==> src/rtl/conv_sequencer_pkg.sv <==
// Shared definitions for the frame sequencer: FSM state encoding, kernel-select
// codes and helpers for the derived frame geometry.
// No ports; imported by conv_sequencer and conv_addr_gen.
package conv_sequencer_pkg;

    typedef enum logic [2:0] {
        ST_IDLE    = 3'd0,
        ST_READ    = 3'd1,
        ST_WAIT    = 3'd2,
        ST_PRESENT = 3'd3,
        ST_DONE    = 3'd4
    } state_t;

    // Kernel-select codes passed through to the convolver.
    localparam logic [1:0] KSEL_IDENTITY = 2'b00;
    localparam logic [1:0] KSEL_EDGE     = 2'b01;
    localparam logic [1:0] KSEL_SHARPEN  = 2'b10;
    localparam logic [1:0] KSEL_BLUR     = 2'b11;

    // Number of vertically valid output rows (NUM_OUT_ROWS).
    function automatic int num_out_rows(input int h, input int k);
        return h - k + 1;
    endfunction

    // Columns presented per frame (COLS_PER_FRAME).
    function automatic int cols_per_frame(input int w, input int h, input int k);
        return (h - k + 1) * w;
    endfunction

endpackage

==> src/rtl/conv_addr_gen.sv <==
// Scan counters for the sequencer: row, column, row base and kernel-row offset,
// all advanced with adders only. Address is combinational from the counters.
// Ports: i_clear restarts the scan, i_step_k advances k (wraps at K-1),
// i_step_col advances the column and, at the row end, the row.
// o_addr = row_base + k*W + c; o_last_k/o_last_col/o_last_row flag scan ends.
module conv_addr_gen
    import conv_sequencer_pkg::*;
#(
    parameter int NB_ADDR      = 10,
    parameter int IMAGE_WIDTH  = 10,
    parameter int IMAGE_HEIGHT = 10,
    parameter int KERNEL_WIDTH = 3
) (
    input  logic               clock,
    input  logic               reset,
    input  logic               i_clear,
    input  logic               i_step_k,
    input  logic               i_step_col,
    output logic [NB_ADDR-1:0] o_addr,
    output logic [1:0]         o_k,
    output logic               o_last_k,
    output logic               o_last_col,
    output logic               o_last_row
);

    localparam logic [NB_ADDR-1:0] W_STEP = NB_ADDR'(IMAGE_WIDTH);
    localparam logic [NB_ADDR-1:0] LAST_C = NB_ADDR'(IMAGE_WIDTH - 1);
    localparam logic [NB_ADDR-1:0] LAST_R = NB_ADDR'(num_out_rows(IMAGE_HEIGHT, KERNEL_WIDTH) - 1);
    localparam logic [1:0]         LAST_K = 2'(KERNEL_WIDTH - 1);

    logic [NB_ADDR-1:0] r_row;
    logic [NB_ADDR-1:0] r_col;
    logic [NB_ADDR-1:0] r_row_base;
    logic [NB_ADDR-1:0] r_k_ofs;     // k*W, tracked incrementally
    logic [1:0]         r_k;

    always_ff @(posedge clock) begin
        if (reset || i_clear) begin
            r_row      <= '0;
            r_col      <= '0;
            r_row_base <= '0;
            r_k_ofs    <= '0;
            r_k        <= '0;
        end else begin
            if (i_step_k) begin
                if (r_k == LAST_K) begin
                    r_k     <= '0;
                    r_k_ofs <= '0;
                end else begin
                    r_k     <= r_k + 2'd1;
                    r_k_ofs <= r_k_ofs + W_STEP;
                end
            end
            if (i_step_col) begin
                if (r_col == LAST_C) begin
                    r_col <= '0;
                    // On the final row the scan ends; counters are left as-is
                    // and cleared by the next accepted start.
                    if (r_row != LAST_R) begin
                        r_row      <= r_row + NB_ADDR'(1);
                        r_row_base <= r_row_base + W_STEP;
                    end
                end else begin
                    r_col <= r_col + NB_ADDR'(1);
                end
            end
        end
    end

    assign o_addr     = r_row_base + r_k_ofs + r_col;
    assign o_k        = r_k;
    assign o_last_k   = (r_k == LAST_K);
    assign o_last_col = (r_col == LAST_C);
    assign o_last_row = (r_row == LAST_R);

endmodule

==> src/rtl/conv_sequencer.sv <==
// Frame sequencer: scans the loaded frame, reads K=3 vertically adjacent pixels
// per column from the BRAM and presents each column to the convolver.
// Latency: 5 cycles per column unstalled; stalls only in PRESENT on i_conv_ready=0.
// Ports: i_start_conv/i_kernel_sel/i_frame_ready from the file register;
// o_rd_en/o_rd_addr/i_rd_data to the BRAM read port (1-cycle read latency);
// o_col_valid/i_conv_ready/o_col0..2/o_kernel_sel to the convolver;
// o_busy/o_done/o_err status.
module conv_sequencer
    import conv_sequencer_pkg::*;
#(
    parameter int RAM_WIDTH    = 8,
    parameter int RAM_DEPTH    = 1024,
    parameter int NB_ADDR      = 10,
    parameter int IMAGE_WIDTH  = 10,
    parameter int IMAGE_HEIGHT = 10,
    parameter int KERNEL_WIDTH = 3
) (
    input  logic                 clock,
    input  logic                 reset,
    input  logic                 i_start_conv,
    input  logic [1:0]           i_kernel_sel,
    input  logic                 i_frame_ready,
    output logic                 o_rd_en,
    output logic [NB_ADDR-1:0]   o_rd_addr,
    input  logic [RAM_WIDTH-1:0] i_rd_data,
    output logic                 o_col_valid,
    input  logic                 i_conv_ready,
    output logic [RAM_WIDTH-1:0] o_col0,
    output logic [RAM_WIDTH-1:0] o_col1,
    output logic [RAM_WIDTH-1:0] o_col2,
    output logic [1:0]           o_kernel_sel,
    output logic                 o_busy,
    output logic                 o_done,
    output logic                 o_err
);

    // Frame must fit the BRAM and the address width; three column outputs fix K.
    if ((IMAGE_HEIGHT * IMAGE_WIDTH > RAM_DEPTH) || ((2 ** NB_ADDR) < RAM_DEPTH) ||
        (KERNEL_WIDTH != 3)) begin : g_bad_cfg
        $error("conv_sequencer: unsupported parameter set");
    end

    state_t r_state;
    state_t w_next;

    logic               w_accept;
    logic               w_clear;
    logic               w_step_k;
    logic               w_step_col;
    logic               w_rd_en;
    logic [NB_ADDR-1:0] w_addr;
    logic [1:0]         w_k;
    logic               w_last_k;
    logic               w_last_col;
    logic               w_last_row;

    logic                 r_cap_vld;   // read data arrives this cycle
    logic [1:0]           r_cap_slot;  // k of that read
    logic [RAM_WIDTH-1:0] r_col0;
    logic [RAM_WIDTH-1:0] r_col1;
    logic [RAM_WIDTH-1:0] r_col2;
    logic [1:0]           r_kernel_sel;
    logic                 r_err;

    conv_addr_gen #(
        .NB_ADDR      (NB_ADDR),
        .IMAGE_WIDTH  (IMAGE_WIDTH),
        .IMAGE_HEIGHT (IMAGE_HEIGHT),
        .KERNEL_WIDTH (KERNEL_WIDTH)
    ) u_addr_gen (
        .clock      (clock),
        .reset      (reset),
        .i_clear    (w_clear),
        .i_step_k   (w_step_k),
        .i_step_col (w_step_col),
        .o_addr     (w_addr),
        .o_k        (w_k),
        .o_last_k   (w_last_k),
        .o_last_col (w_last_col),
        .o_last_row (w_last_row)
    );

    assign w_accept = (r_state == ST_IDLE) && i_start_conv && i_frame_ready;

    always_ff @(posedge clock) begin
        if (reset) begin
            r_state <= ST_IDLE;
        end else begin
            r_state <= w_next;
        end
    end

    always_comb begin
        w_next     = r_state;
        w_clear    = 1'b0;
        w_step_k   = 1'b0;
        w_step_col = 1'b0;
        w_rd_en    = 1'b0;
        case (r_state)
            ST_IDLE: begin
                if (w_accept) begin
                    w_clear = 1'b1;
                    w_next  = ST_READ;
                end
            end
            ST_READ: begin
                w_rd_en  = 1'b1;
                w_step_k = 1'b1;
                if (w_last_k) begin
                    w_next = ST_WAIT;
                end
            end
            // Drains the last read of the column into slot 2.
            ST_WAIT: w_next = ST_PRESENT;
            ST_PRESENT: begin
                if (i_conv_ready) begin
                    w_step_col = 1'b1;
                    w_next     = (w_last_col && w_last_row) ? ST_DONE : ST_READ;
                end
            end
            ST_DONE: w_next = ST_IDLE;
            default: w_next = ST_IDLE;
        endcase
    end

    // Capture, start-latch and error registers.
    always_ff @(posedge clock) begin
        if (reset) begin
            r_cap_vld    <= 1'b0;
            r_cap_slot   <= '0;
            r_col0       <= '0;
            r_col1       <= '0;
            r_col2       <= '0;
            r_kernel_sel <= '0;
            r_err        <= 1'b0;
        end else begin
            r_cap_vld  <= w_rd_en;
            r_cap_slot <= w_k;
            if (r_cap_vld) begin
                case (r_cap_slot)
                    2'd0:    r_col0 <= i_rd_data;
                    2'd1:    r_col1 <= i_rd_data;
                    default: r_col2 <= i_rd_data;
                endcase
            end
            if (w_accept) begin
                r_kernel_sel <= i_kernel_sel;
            end
            // Any start that is not accepted (busy or frame not loaded).
            r_err <= i_start_conv && !w_accept;
        end
    end

    assign o_rd_en      = w_rd_en;
    assign o_rd_addr    = w_rd_en ? w_addr : '0;
    assign o_col_valid  = (r_state == ST_PRESENT);
    assign o_col0       = r_col0;
    assign o_col1       = r_col1;
    assign o_col2       = r_col2;
    assign o_kernel_sel = r_kernel_sel;
    assign o_busy       = (r_state != ST_IDLE);
    assign o_done       = (r_state == ST_DONE);
    assign o_err        = r_err;

endmodule

==> config.mk <==
export PLATFORM = sky130hd
export DESIGN_NAME = conv_sequencer
export DESIGN_NICKNAME = d
export VERILOG_FILES = /design/src/rtl/conv_sequencer_pkg.sv /design/src/rtl/conv_addr_gen.sv /design/src/rtl/conv_sequencer.sv
export SDC_FILE = /design/constraint.sdc
export NUM_CORES = 1
export LEC_CHECK = 0
export ABC_AREA = 1
export BUFFER_PORTS_ARGS = -buffer_cell sky130_fd_sc_hd__buf_4
export CORE_MARGIN = 4
export CORE_UTILIZATION = 52
export DETAILED_ROUTE_END_ITERATION = 8
export HOLD_SLACK_MARGIN = 0.1
export PLACE_DENSITY = 0.88
export SETUP_SLACK_MARGIN = 0.02
export SYNTH_ARGS = -nofsm -noshare
export SYNTH_HDL_FRONTEND = slang
export SYNTH_SLANG_ARGS = --single-unit
==> constraint.sdc <==
create_clock -name clock -period 2.1 [get_ports clock]
set_input_delay 0.315 -clock clock [delete_from_list [all_inputs] [get_ports clock]]
set_output_delay 0.315 -clock clock [all_outputs]
set_load 0.005 [all_outputs]
==> reports/results.md, run 1 <==
## Global routing
* **wire length of the first global-routing pass** 17,410 µm
* **via count of the first global-routing pass** 3,876
* **pin count of the biggest net entering global routing** 28
* **aggregate global routing overflow** 0
* **antenna violations before repair** 0
* **Global Route Usage Sum** 24.05%

## Detailed routing
* **wire length on met3** 936 µm
* **Post-Route WL** 10,920 µm
* **1st-iter DRT viols** 359
* **metal1 wirelength** 4285 µm
* **post-detailed-route count of antenna-violating nets** 0
* **number of detailed-routing iterations run before antenna repair** 5
* **Wirelength per Cell** 14.26 µm
* **Remaining DRCs** 0
* **via count** 4,162
* **top layer used by detailed routing** met4
* **average via count per standard cell** 5.433
* **routed length on met2** 5325 µm

## Synthesis
* **Seq cells post-synth** 73
* **area of the mapped netlist** 0.004026 mm²
* **number of warnings issued by yosys** 0
* **synthesized instance count** 568
* **area share of the largest cell type after synthesis** 36.30%
* **mean instance size in the synthesized netlist** 7.089 µm²
* **sequential cell area fraction in the yosys report** 36.30%
* **synth top area cells** dfxtp_1 (36%), nor2_1 (10%), nand2_1 (10%)
* **distinct cell type count after synthesis** 37
* **post-synth net total** 605
* **cell taking the most area after synthesis** dfxtp_1

## Final layout
* **number of inserted diodes** 0
* **layout net count** 699
* **most common library cell in the layout ignoring fill and taps** nor2_1
* **fin cells** 766
* **fraction of layout cells with a size suffix above 1** 23.84%
* **final design instance area without fill** 0.005077 mm²
* **highest-count cells in the layout ignoring fill and taps** nor2_1 (108), nand2_1 (104), buf_4 (92), dfxtp_1 (66), inv_1 (64)
* **post-layout util** 68.90%
* **area growth from synthesis to final layout** 26.10%

## Worst hold path
* **destination of the worst hold path** r_cap_slot[1]
* **Hold Path Stages** 2
* **worst hold path class** input pin to flip-flop
* **start point of the worst min-delay path** reset

## Placement
* **Cell Count Post-Placement** 746
* **placer's final routability congestion estimate** 0.9007
* **setup slack at placement** -0.2522 ns
* **post-detailed-placement cell area** 0.004736 mm²
* **number of input and output port buffers inserted** 55
* **placed wire-length estimate after detailed placement** 7605 µm

## Timing
* **f_max** 370.8 MHz
* **Final Cycle Share** 128.4%
* **post-route setup TNS** -3.718 ns
* **final slew viol count** 0
* **Final setup violation count** 8
* **Final Critical Period** 2.697 ns
* **unrepaired setup endpoints after global routing** true
* **worst slack on hold paths** 0.1530 ns
* **least setup slack across all paths after layout** -0.5967 ns
* **Final Hold Fails** 0
* **Max Clock Skew** 0.009169 ns

## Worst setup path
* **terminus of the critical flop-to-flop path** u_addr_gen.r_row_base[3]
* **Worst Setup End Kind** output port
* **Max FO, Critical Path** 4
* **depth of the most critical reg-to-reg path** 10
* **critical register-to-register path startpoint** u_addr_gen.r_col[1]
* **worst path required time** 1.78 ns
* **kind of critical path** flip-flop to output port
* **type of origin of the critical path** flip-flop
* **Arrival @ worst endpoint** 2.38 ns
* **flop2flop setup slack** 0.26 ns

## CTS
* **maximum clock path buffer count** 2
* **number of buffers inserted during clock tree synthesis** 9
* **total clock sinks** 73
* **Root Buffer Master** clkbuf_8
* **number of buffers inserted by hold repair at cts** 0
* **CTS clk-pin slew, worst paths** 0.09 ns
* **TritonCTS clock tree** built
* **H-tree levels** 3
* **worst skew pair latency** 0.36 ns

## Status
* **violations in the final reports** negative setup slack
* **run status** finished with violations

## Power and ir drop
* **total power density per cell area** 658.3 mW/mm²
* **Final Power** 3.342 mW
* **Leak** 2.307 nW
* **Peak VDD IR** 0.3062 mV

## Floorplan
* **Starting Density** 54.63%
* **Total Die Area** 0.009215 mm²
* **core area** 0.007370 mm²
* **Core Rows** 31
* **vertical die dimension** 96.00 µm
* **I/O pin cnt** 56
* **Chip Width** 96.00 µm

## Job
* **reported max-cap violation count** 0

==> power by group <==
part	internal (mW)	switching (mW)	leakage, nW	total, mW
registers	1.46	0.0550	0.594	1.52
logic	0.274	0.412	1.61	0.686
clock network	0.561	0.576	0.104	1.14
total	2.30	1.04	2.31	3.34
==> layout make-up <==
type                            instances  area, µm²
Multi-Input combinational cell        415       2316
Fill cell                             533       2292
Sequential cell                        73       1470
Timing Repair Buffer                   92      690.7
Inverter                               71      274.0
Clock buffer                            9      123.9
Tap cell                               99      123.9
Clock inverter                          7      78.83
==> state kept, by name, summed over array words and instances, names as in the netlist, 3 cells and up <==
signal                 count
o_col2                     8
r_state                    3
o_col1                     8
u_addr_gen.r_k_ofs         9
u_addr_gen.r_col          10
u_addr_gen.r_row          10
o_col0                     8
u_addr_gen.r_row_base      9
==> Yosys cell counts (all sizes together) <==
cell type and n:
ha 13, dfxtp 73, a21oi 40, nand2 114
inv 71, nor3 11, xnor2 3, and3 1
a22oi 2, fa 9, o21ai 41, nor3b 2
a211oi 2, clkbuf 1, nor2 117, conb 1
nand3 43, o21bai 2, buf 8, nand4 4
xor2 8, nand3b 2
==> what timing repair did <==
action,4_1_cts,5_1_grt
pin swaps,10,8
gates cloned,0,0
gates resized for setup,13,15
setup endpoints to repair,8,9
setup buffers,4,0
==> worst max-delay path: stages (launching register included) <==
cell and delay (ns):
dfxtp_2 0.34, fa_1 0.57, inv_2 0.05, fa_2 0.33, inv_2 0.07, nand3_2 0.08
nand2_4 0.10, o21ai_0 0.12, a21oi_1 0.22, buf_4 0.15
==> metal layers <==
metal | global-route usage (%) | up-vias
met2 | 41.40 | 206
li1 | - | 2012
met4 | 10.43 | 0
met1 | 28.32 | 1905
met5 | 0 | -
met3 | 5.786 | 39
==> how the worst max path moves through the flow <==
stage | slack (ns) | end | depth (start not counted) | start
detailed placement | -0.25 | o_rd_addr[9] | 12 | u_addr_gen.r_row_base[2]
CTS | -0.55 | o_rd_addr[9] | 12 | u_addr_gen.r_col[2]
floorplan | 0.02 | o_rd_addr[8] | 10 | u_addr_gen.r_k_ofs[3]
global placement | -0.13 | o_rd_addr[9] | 12 | u_addr_gen.r_row_base[2]
finish | -0.60 | o_rd_addr[5] | 9 | u_addr_gen.r_row_base[2]
global route | -0.66 | o_rd_addr[9] | 12 | u_addr_gen.r_row_base[2]
==> kinds of logic (layout without fill, tap and decap cells) <==
group / Yosys count / count (layout) / share of synthesized area, %
compound gates: 87 / 87 / 11.28
simple gates: 294 / 294 / 32.60
other cells: 1 / 1 / 0.09314
xor+xnor: 11 / 11 / 2.393
fa+ha+maj: 22 / 22 / 8.515
flops: 73 / 73 / 36.30
buf+inv: 80 / 179 / 8.825
No activity file was read; power rests on OpenSTA's default activity.
==> run 2: changes to the inputs <==
ABC_AREA = not set   (was 1)
CORE_UTILIZATION = 51   (was 52)
==> run 2 against run 1 <==
Compared with the run above:
- non-clock buffer count up 17
- clock-buffer cell count stayed put
- worst setup slack worse by 0.23 ns
- largest power group unchanged
- routed wire length is 6.2% higher
- critical path type unchanged
- hold slack better by 0.0015 ns
- synthesized area shrank 9.2%
- design area decreased by 3.6%
- global-route usage grew 1.6 points
- the flow still finishes with violations (negative setup slack)
==> reports/results.md, run 2 <==
## Status
* **run status** finished with violations
* **violations in the final reports** negative setup slack

## Synthesis
* **combinational family with the most area after synthesis** simple AND/OR/NAND/NOR gates
* **sequential cell area fraction in the yosys report** 39.99%, +3.7 points
* **adder and majority gate portion of the synthesized area** 9.380%, +0.87 points
* **count of flip-flops with a built-in enable after synthesis** 0, unchanged
* **cell taking the most area after synthesis** dfxtp_1
* **portion of netlist area occupied by mux cells** 5.751%, +5.8 points
* **most frequent cells after synthesis** dfxtp_1 (73), nor2_1 (71), nand2_1 (32)
* **Simple-Gate Fraction of Synth Area** 25.23%, -7.4 points
* **number of warnings issued by yosys** 0, unchanged
* **synthesized instance count** 406, -29%
* **synth top area cells** dfxtp_1 (40%), nor2_1 (7.3%), mux2i_1 (5.8%)
* **library cell with the highest instance count after synthesis** dfxtp_1
* **post-synth net total** 443, -27%
* **fraction of registers with async set/reset** 0%, unchanged
* **Synth Area in Compound Gates** 8.970%, -2.3 points
* **area share of the largest cell type after synthesis** 39.99%, +3.7 points
* **most used flip-flop cell after synthesis** dfxtp_1
* **parity-gate share of the synthesized area counting xor and xnor cells** 7.189%, +4.8 points
* **area of the mapped netlist** 0.003655 mm², -9.2%
* **Seq cells post-synth** 73, unchanged
* **distinct cell type count after synthesis** 55, +49%
* **mean instance size in the synthesized netlist** 9.002 µm², +27%

## Timing
* **Tightest Pin Transition** 0.5512 ns
* **f_max** 341.8 MHz, -7.8%
* **final slew viol count** 0, unchanged
* **worst slack on hold paths** 0.1545 ns, +0.001543 ns
* **unrepaired setup endpoints after global routing** true
* **Max Clock Skew** 0.009773 ns, +0.0006050 ns
* **Slew Limit Headroom** 63.14%
* **least setup slack across all paths after layout** -0.8261 ns, -0.2294 ns
* **Final Cycle Share** 139.3%, +11 points
* **Final Hold Fails** 0, unchanged
* **Final setup violation count** 8, unchanged
* **Final Critical Period** 2.926 ns, +0.2294 ns

## CTS
* **TritonCTS clock tree** built
* **worst skew pair latency** 0.37 ns, about the same
* **number of buffers inserted during clock tree synthesis** 9, unchanged
* **CTS clk-pin slew, worst paths** 0.08 ns, about the same
* **number of buffers inserted by hold repair at cts** 0, unchanged
* **H-tree levels** 3, unchanged
* **total clock sinks** 73, unchanged
* **Root Buffer Master** clkbuf_8
* **maximum clock path buffer count** 2, unchanged

## Final layout
* **largest registers** u_addr_gen.r_col (10), u_addr_gen.r_row (10)
* **most common library cell in the layout ignoring fill and taps** buf_4
* **Filler Cell Count** 448, -16%
* **fraction of layout cells with a size suffix above 1** 33.59%, +9.8 points
* **highest-count cells in the layout ignoring fill and taps** buf_4 (106), nor2_1 (69), dfxtp_1 (58), nand2_1 (32)
* **number of inserted diodes** 0, unchanged
* **area growth from synthesis to final layout** 33.86%
* **layout net count** 547, -22%
* **fin cells** 611, -20%

## Floorplan
* **vertical die dimension** 92.66 µm, -3.5%
* **Starting Density** 53.21%, -1.4 points
* **Core Rows** 30, -3.2%
* **I/O pin cnt** 56, unchanged
* **Chip Width** 92.66 µm, -3.5%
* **core area** 0.006869 mm², -6.8%
* **Total Die Area** 0.008585 mm², -6.8%

## Detailed routing
* **number of detailed-routing iterations run before antenna repair** 5, unchanged
* **1st-iter DRT viols** 320, -11%
* **Wirelength per Cell** 18.99 µm, +33%
* **Remaining DRCs** 0, unchanged
* **via count** 3,601, -13%
* **Post-Route WL** 11,600 µm, +6.2%
* **average via count per standard cell** 5.894, +8.5%
* **post-detailed-route count of antenna-violating nets** 0, unchanged

## Power and ir drop
* **switching fraction of total power** 26.22%, -5.0 points
* **total power density per cell area** 566.9 mW/mm², -14%
* **Final Power** 2.773 mW, -17%
* **Leak** 2.083 nW, -9.7%
* **combinational cell fraction of total power** 7.7%, -13 points
* **internal power** 2.046 mW, -11%
* **Peak VDD IR** 0.4570 mV, +49%
* **power spent charging and discharging nets** 727.2 µW, -30%
* **share of power burned in the clock network** 41.3%, +7.3 points
* **fraction of power consumed by sequential logic** 51.1%, +5.6 points

## Worst hold path
* **start point of the worst min-delay path** i_start_conv
* **worst hold path class** input pin to flip-flop

## Placement
* **Cell Count Post-Placement** 590, -21%
* **placer's final routability congestion estimate** 0.8921, -0.95%
* **number of input and output port buffers inserted** 55, unchanged
* **setup slack at placement** -0.4797 ns, -0.2275 ns
* **placed wire-length estimate after detailed placement** 7241 µm, -4.8%

## Worst setup path
* **Max FO, Critical Path** 3, -1
* **kind of critical path** flip-flop to output port
* **Arrival @ worst endpoint** 2.61 ns, +0.23 ns
* **Worst setup startpoint** u_addr_gen.r_k_ofs[3]
* **critical register-to-register path startpoint** u_addr_gen.r_col[1]
* **Crit-path slowest cell** fa_2
* **Largest stage delay, worst path** 0.61 ns, +0.04 ns
* **type of origin of the critical path** flip-flop
* **Worst Setup End Kind** output port
* **sequence of cells on the critical path** fa_2 > ha_4 > nor2b_4 > o31a_1 > o211ai_1 > a21oi_1 > a31o_2 > buf_6
* **worst path required time** 1.78 ns, about the same

## Global routing
* **via count of the first global-routing pass** 3,467, -11%
* **Global Route Usage Sum** 25.64%, +1.6 points
* **aggregate global routing overflow** 0, unchanged
* **pin count of the biggest net entering global routing** 37, +32%
* **antenna violations before repair** 0, unchanged
* **wire length of the first global-routing pass** 17,160 µm, -1.4%

## Job
* **reported max-cap violation count** 0, unchanged

[run 2: worst paths after layout]
kind	to	slack, ns	depth (start not counted)
hold reg to reg	o_col2[2]	0.46	2
setup reg to reg	u_addr_gen.r_row_base[9]	0.06	8
setup / recovery	o_rd_addr[9]	-0.83	8
hold / removal	o_err	0.15	2
[run 2: area by class of cell]
type | count | area [µm²] | area share, %
Clock buffer | 9 | 123.9 | 2.532
Clock inverter | 7 | 77.57 | 1.586
Inverter | 8 | 30.03 | 0.6138
Multi-Input combinational cell | 309 | 2220 | 45.37
Sequential cell | 73 | 1483 | 30.31
Tap cell | 96 | 120.1 | 2.455
Timing Repair Buffer | 109 | 838.3 | 17.14
[run 2: power by group through the flow]
stage | registers, mW | clock network [mW] | logic [mW]
2_1_floorplan | 1.44 | 0 | 0.101
3_3_place_gp | 1.44 | 0 | 0.185
3_5_place_dp | 1.45 | 0 | 0.193
4_1_cts | 1.41 | 1.13 | 0.203
5_1_grt | 1.42 | 1.19 | 0.226
6_report | 1.42 | 1.14 | 0.213
[run 2: through the flow]
stage,setup TNS [ns],util [%],cell area (µm²)
2_1_floorplan,-0.7327,-,3707
3_3_place_gp,-1.794,66.01,4534
3_5_place_dp,-2.303,66.01,4534
4_1_cts,-4.984,70.24,4825
5_1_grt,-5.453,71.22,4892
6_report,-5.064,71.22,4892
[run 2: logic make-up after synthesis]
group,Yosys count
muxes,21
buffers and inverters,25
AOI/OAI and AO/OA,53
and+or+nand+nor,181
other,1
xor gates and xnor gates,30
DFF,73
adders and majority gates,22
[run 2: critical path, delay by kind of cell (launching register included)]
family,cells,cell delay (ns)
AOI/OAI and AO/OA,4,0.84
adders and majority gates,2,0.82
DFF,1,0.35
and+or+nand+nor,1,0.13
buffers and inverters,1,0.11
[run 2: metal layers]
layer | GRT usage [%] | vias up | share of wire [%]
li1 | - | 1621 | -
met1 | 30.03 | 1704 | 38
met2 | 44.17 | 212 | 49
met3 | 6.255 | 64 | 8.4
met4 | 11.72 | 0 | 5.3
met5 | 0 | - | 0
[run 2: timing repair]
item / CTS / global route
setup buffers: 3 / 2
gates resized for setup: 24 / 13
pin swaps: 17 / 13
endpoints found under the setup margin: 18 / 15
cloned: 0 / 1
==> run 3: changes to the inputs <==
ABC_AREA = 1   (was not set)
CORE_ASPECT_RATIO = 0.9   (was not set)
CORE_UTILIZATION = 52   (was 51)
==> run 3 against run 2 <==
Compared with the run above:
- the flow still finishes with violations (negative setup slack)
- utilization decreased by 3.9 points
- power increased by 20%
- worst setup slack improved by 0.28 ns
==> reports/results.md, run 3 (synthesis gave the netlist of run 1 again) <==
## Final layout
* **post-layout util** 67.33%, -3.9 points
* **fraction of layout cells with a size suffix above 1** 24.03%, -9.6 points
* **largest registers** u_addr_gen.r_col (10), u_addr_gen.r_row (10)
* **highest-count cells in the layout ignoring fill and taps** nor2_1 (109), nand2_1 (105), buf_4 (94), dfxtp_1 (66), inv_1 (64)
* **sequential cell area** 0.001470 mm², -0.84%
* **number of inserted diodes** 0, unchanged
* **area of the multi-input gates** 0.002305 mm², +3.8%
* **area growth from synthesis to final layout** 26.17%
* **Filler Cell Count** 538, +20%
* **layout net count** 702, +28%
* **most common library cell in the layout ignoring fill and taps** nor2_1

## Worst setup path
* **Worst Setup End Kind** output port
* **terminus of the critical flop-to-flop path** u_addr_gen.r_row_base[3]
* **Arrival @ worst endpoint** 2.33 ns, -0.28 ns
* **depth of the most critical reg-to-reg path** 9, +1
* **type of origin of the critical path** flip-flop
* **critical register-to-register path startpoint** u_addr_gen.r_row[0]
* **worst path required time** 1.78 ns, about the same
* **Max FO, Critical Path** 4, +1
* **flop2flop setup slack** 0.24 ns, +0.18 ns
* **kind of critical path** flip-flop to output port

## Floorplan
* **I/O pin cnt** 56, unchanged
* **Core Rows** 30, unchanged
* **Chip Width** 100.8 µm, +8.7%
* **Total Die Area** 0.009217 mm², +7.4%
* **Starting Density** 53.37%, +0.16 points
* **core area** 0.007545 mm², +9.8%
* **vertical die dimension** 91.48 µm, -1.3%

## Global routing
* **antenna violations before repair** 0, unchanged
* **Global Route Usage Sum** 23.59%, -2.0 points
* **aggregate global routing overflow** 0, unchanged
* **via count of the first global-routing pass** 3,928, +13%
* **wire length of the first global-routing pass** 17,660 µm, +2.9%
* **pin count of the biggest net entering global routing** 28, -24%

## Timing
* **Final Critical Period** 2.645 ns, -0.2807 ns
* **Final Hold Fails** 0, unchanged
* **Final Cycle Share** 126.0%, -13 points
* **unrepaired setup endpoints after global routing** true
* **least setup slack across all paths after layout** -0.5454 ns, +0.2807 ns
* **final slew viol count** 0, unchanged
* **Max Clock Skew** 0.01790 ns, +0.008127 ns
* **Final setup violation count** 8, unchanged
* **f_max** 378.0 MHz, +11%
* **worst slack on hold paths** 0.1733 ns, +0.01879 ns

## CTS
* **CTS clk-pin slew, worst paths** 0.10 ns, +0.02 ns
* **H-tree levels** 3, unchanged
* **worst skew pair latency** 0.36 ns, about the same
* **maximum clock path buffer count** 2, unchanged
* **TritonCTS clock tree** built
* **number of buffers inserted during clock tree synthesis** 9, unchanged
* **total clock sinks** 73, unchanged
* **Root Buffer Master** clkbuf_8

## Placement
* **placed wire-length estimate after detailed placement** 7744 µm, +6.9%
* **placer's final routability congestion estimate** 0.9446, +5.9%
* **number of input and output port buffers inserted** 55, unchanged

## Power and ir drop
* **internal power** 2.230 mW, +9.0%
* **combinational cell fraction of total power** 22.2%, +15 points
* **switching fraction of total power** 33.25%, +7.0 points
* **Leak** 2.295 nW, +10%
* **total power density per cell area** 657.6 mW/mm², +16%
* **power spent charging and discharging nets** 1.111 mW, +53%
* **Peak VDD IR** 0.3676 mV, -20%
* **fraction of power consumed by sequential logic** 45.5%, -5.6 points
* **share of power burned in the clock network** 32.3%, -9.0 points

## Detailed routing
* **Post-Route WL** 10,950 µm, -5.7%
* **via count** 4,118, +14%
* **Remaining DRCs** 0, unchanged
* **post-detailed-route count of antenna-violating nets** 0, unchanged
* **average via count per standard cell** 5.376, -8.8%
* **number of detailed-routing iterations run before antenna repair** 6, +1
* **Wirelength per Cell** 14.29 µm, -25%
* **1st-iter DRT viols** 406, +27%

## Worst hold path
* **Hold Path Stages** 2, unchanged
* **start point of the worst min-delay path** reset
* **worst hold path class** input pin to flip-flop
* **destination of the worst hold path** r_cap_vld

## Status
* **violations in the final reports** negative setup slack
* **run status** finished with violations

## Job
* **reported max-cap violation count** 0, unchanged

## run 3: cell count changes in the layout (fill, tap and decap cells not counted), moves of 8 or more
| cell | before | now |
|---|---|---|
| mux2i_1 | 21 | 0 |
| inv_1 | 7 | 64 |
| dfxtp_1 | 58 | 66 |
| nor2_1 | 69 | 109 |
| a21oi_1 | 21 | 36 |
| xnor2_1 | 15 | 3 |
| nand3_1 | 13 | 36 |
| o21ai_0 | 10 | 34 |
| nand2_1 | 32 | 105 |
| buf_4 | 106 | 94 |
## run 3: repair_timing
| item | CTS | global route |
|---|---|---|
| buffers inserted | 4 | 1 |
| resized for setup | 13 | 15 |
| pin swaps | 14 | 3 |
| hold buffers | 0 | 0 |
| setup endpoints to repair | 10 | 9 |
## run 3: worst max-delay path by stage
stage / startpoint / to / slack (ns)
after CTS: u_addr_gen.r_col[2] / o_rd_addr[9] / -0.54
after floorplan: u_addr_gen.r_k_ofs[3] / o_rd_addr[8] / 0.02
after global placement: u_addr_gen.r_row_base[2] / o_rd_addr[9] / -0.13
after detailed placement: u_addr_gen.r_k_ofs[6] / o_rd_addr[9] / -0.20
after global routing: u_addr_gen.r_col[2] / o_rd_addr[9] / -0.66
final: u_addr_gen.r_col[2] / o_rd_addr[9] / -0.55
## run 3: routing by layer
layer / vias to the layer above / GRT usage, % / share of wire, %
li1: 2007 / - / -
met5: - / 0 / 0
met2: 172 / 40.46 / 48
met4: 0 / 7.295 / 2.2
met1: 1903 / 28.18 / 41
met3: 36 / 6.759 / 8.3
## run 3: worst max-delay path, cell delays in order, from the launching register on
cell	delay (ns)
dfxtp_2	0.34
fa_1	0.58
inv_2	0.05
fa_2	0.33
inv_2	0.07
nand3_2	0.08
nand2_4	0.10
nand3_2	0.07
nand3_2	0.08
nand2_1	0.05
nand2_1	0.06
nor2_1	0.04
buf_4	0.12
## run 3: cell type report
cell class,count,area share [%]
multi-input combinational,415,45.37
sequential,73,28.94
timing repair buffer,95,14.29
inverter,71,5.394
clock buffer,9,2.438
tap,96,2.365
clock inverter,7,1.207
## run 3: stage by stage
step	setup WS (ns)	instance area, µm²	cells	TNS, ns	total power [mW]
after detailed placement	-0.1979	4747	745	-0.6570	2.199
after CTS	-0.5352	5031	765	-3.491	3.323
final	-0.5454	5080	766	-3.616	3.341
after global placement	-0.1330	4747	745	-0.3940	2.166
after floorplan	0.02373	4033	568	0	1.910
after global routing	-0.6613	5080	766	-4.403	3.486
## run 3: power groups by stage
stage | Sequential, mW | Clock, mW | Combinational (mW)
6_report | 1.52 | 1.08 | 0.742
3_5_place_dp | 1.55 | 0 | 0.648
4_1_cts | 1.52 | 1.09 | 0.716
2_1_floorplan | 1.55 | 0 | 0.360
3_3_place_gp | 1.55 | 0 | 0.621
5_1_grt | 1.53 | 1.15 | 0.811
